$ cat src/rtl/alu_seq_if.sv
// Request/response bundle between the operand registers and alu_seq.
// The requester owns start/operands/opcode; the ALU owns handshake status and result.
interface alu_seq_if #(
   parameter int WIDTH = 8
);
   logic                 start_i;
   logic [WIDTH-1:0]     a_i;
   logic [WIDTH-1:0]     b_i;
   logic [2:0]           fct_i;
   logic                 ready_o;
   logic                 valid_o;
   logic [2*WIDTH-1:0]   s_o;
   logic                 signal_o;

   modport master (
      output start_i, a_i, b_i, fct_i,
      input  ready_o, valid_o, s_o, signal_o
   );

   modport slave (
      input  start_i, a_i, b_i, fct_i,
      output ready_o, valid_o, s_o, signal_o
   );
endinterface

$ cat src/rtl/alu_seq.sv
// Multi-cycle unsigned ALU: single-cycle add/sub/cmp, iterative shift-add multiply
// and restoring divide sharing one 2*WIDTH work register, with a registered result.
module alu_seq #(
   parameter int WIDTH = 8
) (
   input  logic      clk_i,
   input  logic      rst_n_i,
   alu_seq_if.slave  bus
);
   localparam int W2 = 2 * WIDTH;
   localparam int CW = $clog2(WIDTH);

   typedef enum logic [1:0] {IDLE, CALC, DONE} state_t;

   state_t            state;
   logic [W2-1:0]     p;
   logic [WIDTH-1:0]  opd;
   logic              div_r;
   logic              bz_r;
   logic [CW-1:0]     cnt;

   logic [WIDTH:0]    add_w;
   logic [WIDTH:0]    diff_w;
   logic [W2-1:0]     s_one;
   logic              sig_one;
   logic [WIDTH:0]    mul_sum;
   logic [WIDTH:0]    sh;
   logic [WIDTH:0]    trial;
   logic [W2-1:0]     p_nxt;

   // Single-cycle results straight from the live operands at accept.
   always_comb begin
      add_w   = {1'b0, bus.a_i} + {1'b0, bus.b_i};
      diff_w  = {1'b0, bus.a_i} - {1'b0, bus.b_i};
      s_one   = '0;
      sig_one = 1'b1;
      case (bus.fct_i)
         3'b000: begin
            s_one   = {{(WIDTH-1){1'b0}}, add_w};
            sig_one = add_w[WIDTH];
         end
         3'b001: begin
            s_one   = {{(WIDTH-1){diff_w[WIDTH]}}, diff_w};
            sig_one = diff_w[WIDTH];
         end
         3'b011: sig_one = (bus.a_i == bus.b_i);
         default: ;
      endcase
   end

   // One iteration: mul keeps {hi, multiplier} and shifts right;
   // div keeps {rem, dividend/quotient} and shifts left, MSB first.
   always_comb begin
      mul_sum = {1'b0, p[W2-1:WIDTH]} + (p[0] ? {1'b0, opd} : {(WIDTH+1){1'b0}});
      sh      = {p[W2-1:WIDTH], p[WIDTH-1]};
      trial   = sh - {1'b0, opd};
      if (div_r) begin
         if (trial[WIDTH]) p_nxt = {sh[WIDTH-1:0], p[WIDTH-2:0], 1'b0};
         else              p_nxt = {trial[WIDTH-1:0], p[WIDTH-2:0], 1'b1};
      end else begin
         p_nxt = {mul_sum, p[WIDTH-1:1]};
      end
   end

   always_ff @(posedge clk_i or negedge rst_n_i) begin
      if (!rst_n_i) begin
         state        <= IDLE;
         bus.ready_o  <= 1'b1;
         bus.valid_o  <= 1'b0;
         bus.s_o      <= '0;
         bus.signal_o <= 1'b0;
         p            <= '0;
         opd          <= '0;
         div_r        <= 1'b0;
         bz_r         <= 1'b0;
         cnt          <= '0;
      end else begin
         bus.valid_o <= 1'b0;
         case (state)
            IDLE: begin
               if (bus.start_i) begin
                  bus.ready_o <= 1'b0;
                  if (bus.fct_i == 3'b010 || bus.fct_i == 3'b100) begin
                     state <= CALC;
                     div_r <= bus.fct_i[2];
                     bz_r  <= (bus.b_i == '0);
                     opd   <= bus.fct_i[2] ? bus.b_i : bus.a_i;
                     p     <= {{WIDTH{1'b0}}, (bus.fct_i[2] ? bus.a_i : bus.b_i)};
                     cnt   <= '0;
                  end else begin
                     state        <= DONE;
                     bus.valid_o  <= 1'b1;
                     bus.s_o      <= s_one;
                     bus.signal_o <= sig_one;
                  end
               end
            end
            CALC: begin
               p   <= p_nxt;
               cnt <= cnt + 1'b1;
               if (cnt == CW'(WIDTH-1)) begin
                  state       <= DONE;
                  bus.valid_o <= 1'b1;
                  // Divide-by-zero runs the full latency, then reports saturation.
                  if (div_r && bz_r) begin
                     bus.s_o      <= '1;
                     bus.signal_o <= 1'b1;
                  end else begin
                     bus.s_o      <= p_nxt;
                     bus.signal_o <= 1'b0;
                  end
               end
            end
            DONE: begin
               state       <= IDLE;
               bus.ready_o <= 1'b1;
            end
            default: begin
               state       <= IDLE;
               bus.ready_o <= 1'b1;
            end
         endcase
      end
   end
endmodule

$ cat src/flat_wrapper.sv
// flat-port wrapper written by rule: the top's interface ports become plain ports
module alu_seq_flat 
#(
   parameter int WIDTH = 8
)
  (clk_i, rst_n_i, bus_start_i, bus_a_i, bus_b_i, bus_fct_i, bus_ready_o, bus_valid_o, bus_s_o, bus_signal_o);
  alu_seq_if #(.WIDTH(WIDTH)) bus_i ();
  input  logic clk_i;
  input  logic rst_n_i;
  input wire logic [$bits(bus_i.start_i)-1:0] bus_start_i;
  input wire logic [$bits(bus_i.a_i)-1:0] bus_a_i;
  input wire logic [$bits(bus_i.b_i)-1:0] bus_b_i;
  input wire logic [$bits(bus_i.fct_i)-1:0] bus_fct_i;
  output wire logic [$bits(bus_i.ready_o)-1:0] bus_ready_o;
  output wire logic [$bits(bus_i.valid_o)-1:0] bus_valid_o;
  output wire logic [$bits(bus_i.s_o)-1:0] bus_s_o;
  output wire logic [$bits(bus_i.signal_o)-1:0] bus_signal_o;
  assign bus_i.start_i = bus_start_i;
  assign bus_i.a_i = bus_a_i;
  assign bus_i.b_i = bus_b_i;
  assign bus_i.fct_i = bus_fct_i;
  assign bus_ready_o = bus_i.ready_o;
  assign bus_valid_o = bus_i.valid_o;
  assign bus_s_o = bus_i.s_o;
  assign bus_signal_o = bus_i.signal_o;
  alu_seq #(.WIDTH(WIDTH)) u_core (.clk_i(clk_i), .rst_n_i(rst_n_i), .bus(bus_i));
endmodule
$ cat config.mk
export PLATFORM = sky130hd
export DESIGN_NAME = alu_seq_flat
export DESIGN_NICKNAME = d
export VERILOG_FILES = /design/src/rtl/alu_seq_if.sv /design/src/rtl/alu_seq.sv /design/src/flat_wrapper.sv
export SDC_FILE = /design/constraint.sdc
export NUM_CORES = 1
export LEC_CHECK = 0
export CAP_MARGIN = 20
export CELL_PAD_IN_SITES_DETAIL_PLACEMENT = 0
export CELL_PAD_IN_SITES_GLOBAL_PLACEMENT = 2
export CORE_UTILIZATION = 32
export DETAILED_ROUTE_END_ITERATION = 7
export PLACE_DENSITY = 0.8
export SLEW_MARGIN = 20
export SYNTH_ARGS = -nofsm -noshare
export SYNTH_HDL_FRONTEND = slang
export SYNTH_SLANG_ARGS = --single-unit
$ cat constraint.sdc
create_clock -name clk_i -period 2.3 [get_ports clk_i]
set_input_delay 0.575 -clock clk_i [delete_from_list [all_inputs] [get_ports clk_i]]
set_output_delay 0.575 -clock clk_i [all_outputs]
set_load 0.005 [all_outputs]
==> After elaboration in Yosys (flattened, before gate mapping) <==
Cells that the tools add are included.
{ "word_totals": {"output_inout_bits": 19, "elab_cells": 71, "inputBits": 22, "regBits": 50} }
{ "op_classes": {"bitwise_logic": 1, "n_addsub": 5, "n_eq_ne": 11, "n_reduce_logical": 11, "n_mux": 33} }
{ "op_table": {"columns": ["op", "n"], "rows": [
  ["$mux 16", 8],
  ["$pmux 16 s2", 3],
  ["$mux 8", 3],
  ["$add 8x8->9", 1],
  ["$add 8x9->9", 1],
  ["$sub 8x8->9", 1],
  ["$sub 9x8->9", 1],
  ["$eq 8x8->1", 1],
  ["$logic_not 8->1", 1],
  ["$mux 1", 8],
  ["$eq 3x2->1 const B", 2],
  ["$eq 3x3->1 const B", 2],
  ["$mux 2", 3],
  ["$mux 3", 2],
  ["$pmux 1 s2", 3],
  ["$pmux 3 s2", 1],
  ["$reduce_and 3->1", 2],
  ["$ne 2x1->1 const B", 2],
  ["$ne 2x2->1 const B", 2],
  ["$pmux 2 s2", 1],
  ["$reduce_and 2->1", 2],
  ["$reduce_and 4->1", 1],
  ["$add 3x1->3 const B", 1],
  ["$eq 3x1->1 const B", 1],
  ["8 further kinds", 8]
]} }

==> Longest topological paths before layout <==
{ "logic_depth": {"word_depth": 6, "mapped_depth": 11, "ltp_nobuf": 11} }

==> Least setup slack after synthesis <==
OpenSTA, ideal clock, no wires.
{ "synth_path": {"path_type": "input to register", "startpoint": "input port bus_b_i[0]", "endpoint": "register u_core.bus.s_o[8]", "n_path_buf": 0, "t_arrival_ns": 2.277, "setup_time_ns": 0.082, "path_slack_ns": -0.058, "t_required_ns": 2.218, "cell_stages": 10, "cell_sequence": "ha_1 -> inv_1 -> fa_1 -> or2_1 -> a221oi_2 -> nor4_1 -> a211oi_1 -> o21ai_0 -> a21o_1 -> a31oi_1"} }
{ "synth_via": {"elab_chain_len": 5, "word_cells_on_any_way": 6, "classes_between": "add/sub: 2; mux: 4"} }
{ "synth_rtl": {"columns": ["item", "line_no", "rtl"], "rows": [
  ["start: declaration", "flat_wrapper.sv:12", "input wire logic [$bits(bus_i.b_i)-1:0] bus_b_i;"],
  ["$sub 8x8->9 or $add 8x8->9 (tied branches)", "alu_seq.sv:34, alu_seq.sv:33", null],
  ["$pmux 16 s2 (*)", "alu_seq.sv:37", "case (bus.fct_i)"],
  ["$mux 16 (*)", "alu_seq.sv:83", "if (bus.fct_i == 3'b010 || bus.fct_i == 3'b100) begin"],
  ["$mux 16 (*)", "alu_seq.sv:81", "if (bus.start_i) begin"],
  ["$pmux 16 s2 (*)", "alu_seq.sv:79", "case (state)"],
  ["end signal: assignment", "alu_seq.sv:93", "bus.s_o <= s_one;"],
  ["end signal: assignment", "alu_seq.sv:109", "bus.s_o <= p_nxt;"],
  ["end: declaration", "alu_seq_if.sv:22", "output ready_o, valid_o, s_o, signal_o"]
]} }
Every way passes the cells marked *; elsewhere a longest branch is shown, timed or not. The select of a mux whose other input is x is not followed.
A chain may end at the register's enable or synchronous reset.

==> Worst setup path after layout <==
{ "layout_path": {"startpoint": "register u_core.p[0]", "endpoint": "register u_core.bus.s_o[14]"} }
{ "layout_via": {"elab_chain_len": 6} }
{ "layout_rtl": {"columns": ["item", "line_no", "rtl"], "rows": [
  ["start: declaration", "alu_seq.sv:16", "logic [W2-1:0] p;"],
  ["start signal: assignment", "alu_seq.sv:88", "p <= {{WIDTH{1'b0}}, (bus.fct_i[2] ? bus.a_i : bus.b_i)};"],
  ["start signal: assignment", "alu_seq.sv:99", "p <= p_nxt;"],
  ["$mux 8", "alu_seq.sv:54", "mul_sum = {1'b0, p[W2-1:WIDTH]} + (p[0] ? {1'b0, opd} : {(WIDTH+1){1'b0}});"],
  ["$add 8x9->9", "alu_seq.sv:54", null],
  ["$mux 16", "alu_seq.sv:57", "if (div_r) begin"],
  ["$mux 16", "alu_seq.sv:105", "if (div_r && bz_r) begin"],
  ["$mux 16", "alu_seq.sv:101", "if (cnt == CW'(WIDTH-1)) begin"],
  ["$pmux 16 s2", "alu_seq.sv:79", null]
]} }
Every way passes these cells. The select of a mux whose other input is x is not followed.

==> results by group <==
GRT
  – Grt ovf: 0
  – First-pass GRT wire length: 19600 um
  – Vias in the first global route: 3856
  – Initial antenna violation count: 0
  – Global Route Usage Sum: 0.192
  – Largest net degree at the start of global routing: 51

STA
  – F_max: 0.417 GHz
  – Final Max Slew Viols: 0
  – Final Critical Period: between 2 and 2.5 ns
  – Tcrit/Tclk final: 1.04
  – Rel. slew slack: 0.568
  – Setup ws final: -0.0981 ns
  – Final setup fails: 10
  – Final hold vios: 0
  – Clock Skew: 0.00708 ns
  – Hold WS: 0.394 ns
  – Worst Tran Pin Value: 0.649 ns
  – RSZ-0062 raised after global routing: yes

Synth
  – Sequential share of the synthesized area: 0.313
  – Mean area per synthesized cell: 8.79 um2
  – Syn_nets: 515
  – Simple-Gate Fraction of Synth Area: 0.141
  – Top FF cell, synth: dfrtp_1
  – Post-synthesis compound-gate area fraction: 0.258
  – Synthesized instance count: 455
  – Yosys cell types: 58
  – Yosys top cell by area: dfrtp_1
  – Adder-cell share of the synthesized area: 0.126
  – Post-synth EDFFs: 0
  – XOR/XNOR Fraction of Synth Area: 0.0307
  – Leading post-synthesis cells by cell area: dfrtp_1 31%, ha_1 11%, mux2i_1 4.8%
  – Synth Register Bits: 50
  – Total number of yosys warnings: 0
  – Mapped Area: between 3000 and 4000 um2
  – Largest family of logic cells by synthesized area: compound AO/OA/AOI/OAI gates
  – Asr flop ratio synth: 1.00
  – Area share of the largest cell type after synthesis: 0.307
  – Mux contribution to synthesized area: 0.0763

Power and ir drop
  – Pwr/cell area: approximately 1300 nW/um2
  – Worst VDD drop: around 550 uV
  – Leakage power total: between 2 and 3 nW
  – Final Total Pwr: about 0.0077 W

Setup path
  – Critical path peak fanout: 5
  – Buf/Inv on CP: 1
  – Crit path to: u_core.bus.s_o[14]
  – Worst setup startpoint: u_core.p[0]
  – Crit-path leading delay family: simple AND/OR/NAND/NOR gates
  – Crit-path slowest cell: dfrtp_1
  – RR Startpoint: u_core.p[0]
  – Worst setup EP type: flip-flop
  – Worst setup SP type: flip-flop
  – Crit path largest cell delay: a little over 0.4 ns
  – Critical Path Stages: 10
  – Critical-path cell list: buf_6 -> and2_4 -> ha_4 -> or3_4 -> or2_1 -> o221ai_2 -> xnor2_1 -> o221ai_2 -> a31oi_2 -> o22a_1
  – WS Path Type: reg -> reg
  – R2r worst-path depth: 10
  – Crit Reg-Reg Endpoint: u_core.bus.s_o[14]
  – Arr. time, crit path: between 2 and 3 ns
  – Most numerous cell on the critical path: o221ai_2
  – CP Data Required Time: 2.53 ns
  – Reg2Reg Setup Slack: -0.1 ns

Clock tree
  – CTS Buffer Depth: 2
  – Clk sink count: 50
  – CTS tree: done
  – H-tree depth: 2
  – Root Driver: clkbuf_16
  – Worst-path clk slew: ~0.070 ns
  – Num CTS Buffers: 5
  – Clk_lat worst skew: 0.29 ns

Finish
  – Finished layout cell area: approximately 6000 um2
  – Fillcell total: 1134
  – Fin util: 0.501
  – Diode count: 0
  – Multi-input logic area: between 3000 and 4000 um2
  – Layout Area Growth over Synthesis: 51.6%
  – Layout Nets: 652
  – Share of cells above drive strength 1: 0.381
  – Register Area: 1250 um2

Route
  – Drt via density: 5.00
  – DR DRC count: 0
  – WL final: 12400 um
  – First-pass DRT Iterations: 4
  – Via count: about 3800
  – WL per Instance: 16.3 um
  – Post-route ant nets: 0
  – Iter 0 DRT Violations: 209

Placed design
  – Post-DP HPWL: between 9000 and 10000 um
  – Placed cell area: ~5300 um2
  – Pre-CTS setup slack: -0.769 ns
  – GPL Wtd Cong: 0.827
  – Port Buffers: 40

Floorplanning
  – Initial core utilization: 0.330
  – Core Area: 12100 um2
  – # rows: 40
  – Die height: 114 um
  – Io pins: 41
  – Die width: 114 um
  – Area of the die: 12900 um2

Flow run
  – Maxcap violations: 0

Outcome
  – Status: finished with violations
  – Failing checks: setup timing

Hold path
  – Hold Path Class: in -> async
==> cell usage in the layout (no fill, tap or decap), types with 6 or more instances in the layout <==
cell,instances
buf_6,9
a31oi_1,11
clkdlybuf4s50_1,24
o21ai_0,28
nand2_1,29
buf_4,101
mux2_2,9
dfrtp_1,49
xnor2_1,8
nor2_1,25
ha_4,15
nand2b_1,7
a21oi_2,11
dlymetal6s2s_1,7
and2_1,6
mux2i_1,16
ha_1,16
a21o_1,15
inv_2,12
nor3_1,7
a21oi_1,27
o21ai_1,6
inv_1,22
==> worst reg2reg max path, stage by stage (launching register included) <==
cell and delay, ns:
dfrtp_1 0.41, buf_6 0.14, and2_4 0.14, ha_4 0.15, or3_4 0.37, or2_1 0.24, o221ai_2 0.17, xnor2_1 0.17
o221ai_2 0.15, a31oi_2 0.22, o22a_1 0.17
==> flip-flops by register name (all words and copies together) (netlist names) <==
register	flops
u_core.bus.ready_o	1
u_core.bus.s_o	16
u_core.bus.signal_o	1
u_core.bus.valid_o	1
u_core.bz_r	1
u_core.cnt	3
u_core.div_r	1
u_core.opd	8
u_core.p	16
u_core.state	2
==> Yosys cell counts, types with 9 or more instances <==
cell type and count:
dfrtp_1 49, a21oi_1 37, o21ai_0 35, ha_1 34, inv_1 34, nand2_1 31
nor2_1 26, mux2i_1 19, a21o_1 15, a31oi_1 15, nor3_1 12, clkbuf_1 11
and2_1 9, buf_2 9, mux2_2 9
==> logic make-up after synthesis <==
kind of cell	Yosys count
and+or+nand+nor	115
muxes	29
AOI/OAI and AO/OA	154
xor gates and xnor gates	14
adders and majority gates	38
buffers and inverters	55
DFF	50
==> worst min-delay path by stage <==
stage	from	end	slack (ns)
after floorplan	rst_n_i	u_core.bus.s_o[0]	0.28
after global placement	u_core.p[7]	u_core.p[7]	0.47
after detailed placement	u_core.bus.s_o[0]	u_core.bus.s_o[0]	0.48
after CTS	rst_n_i	u_core.p[14]	0.43
after global routing	rst_n_i	u_core.p[14]	0.46
final	rst_n_i	u_core.p[14]	0.39
==> where the power goes <==
| part | total, W | switching (W) | internal (W) |
|---|---|---|---|
| clock | 0.000725 | 0.000321 | 0.000404 |
| sequential | 0.00170 | 0.000394 | 0.00130 |
| combinational | 0.00525 | 0.00246 | 0.00280 |
==> repair_timing <==
| item | 4_1_cts | 5_1_grt |
|---|---|---|
| resized for setup | 77 | 67 |
| buffers inserted | 7 | 10 |
| hold buffers | 0 | 0 |
| setup endpoints to repair | 23 | 23 |
| pin swaps | 42 | 40 |
==> layer usage <==
layer / wire length (um) / vias up / GRT usage
met5: 0 / - / 0
met4: 242 / 0 / 0.0372
met3: 413 / 16 / 0.0181
met2: 5830 / 77 / 0.326
met1: 5900 / 1795 / 0.267
li1: - / 1916 / -
==> area by class of cell <==
class	instances	area share
clock inverter	2	0.00227
clock buffer	6	0.0213
timing repair buffer	151	0.214
tap	168	0.0347
sequential	50	0.207
inverter	34	0.0211
multi-input combinational	350	0.500
==> metrics by stage <==
| step | cells | setup TNS (ns) |
|---|---|---|
| finish | 761 | -0.437 |
| floorplan | 455 | -0.00852 |
| global placement | 738 | -11.55 |
| CTS | 753 | -0.376 |
| detailed placement | 738 | -12.97 |
| global route | 761 | -1.71 |
(Power assumes the default switching activity.)
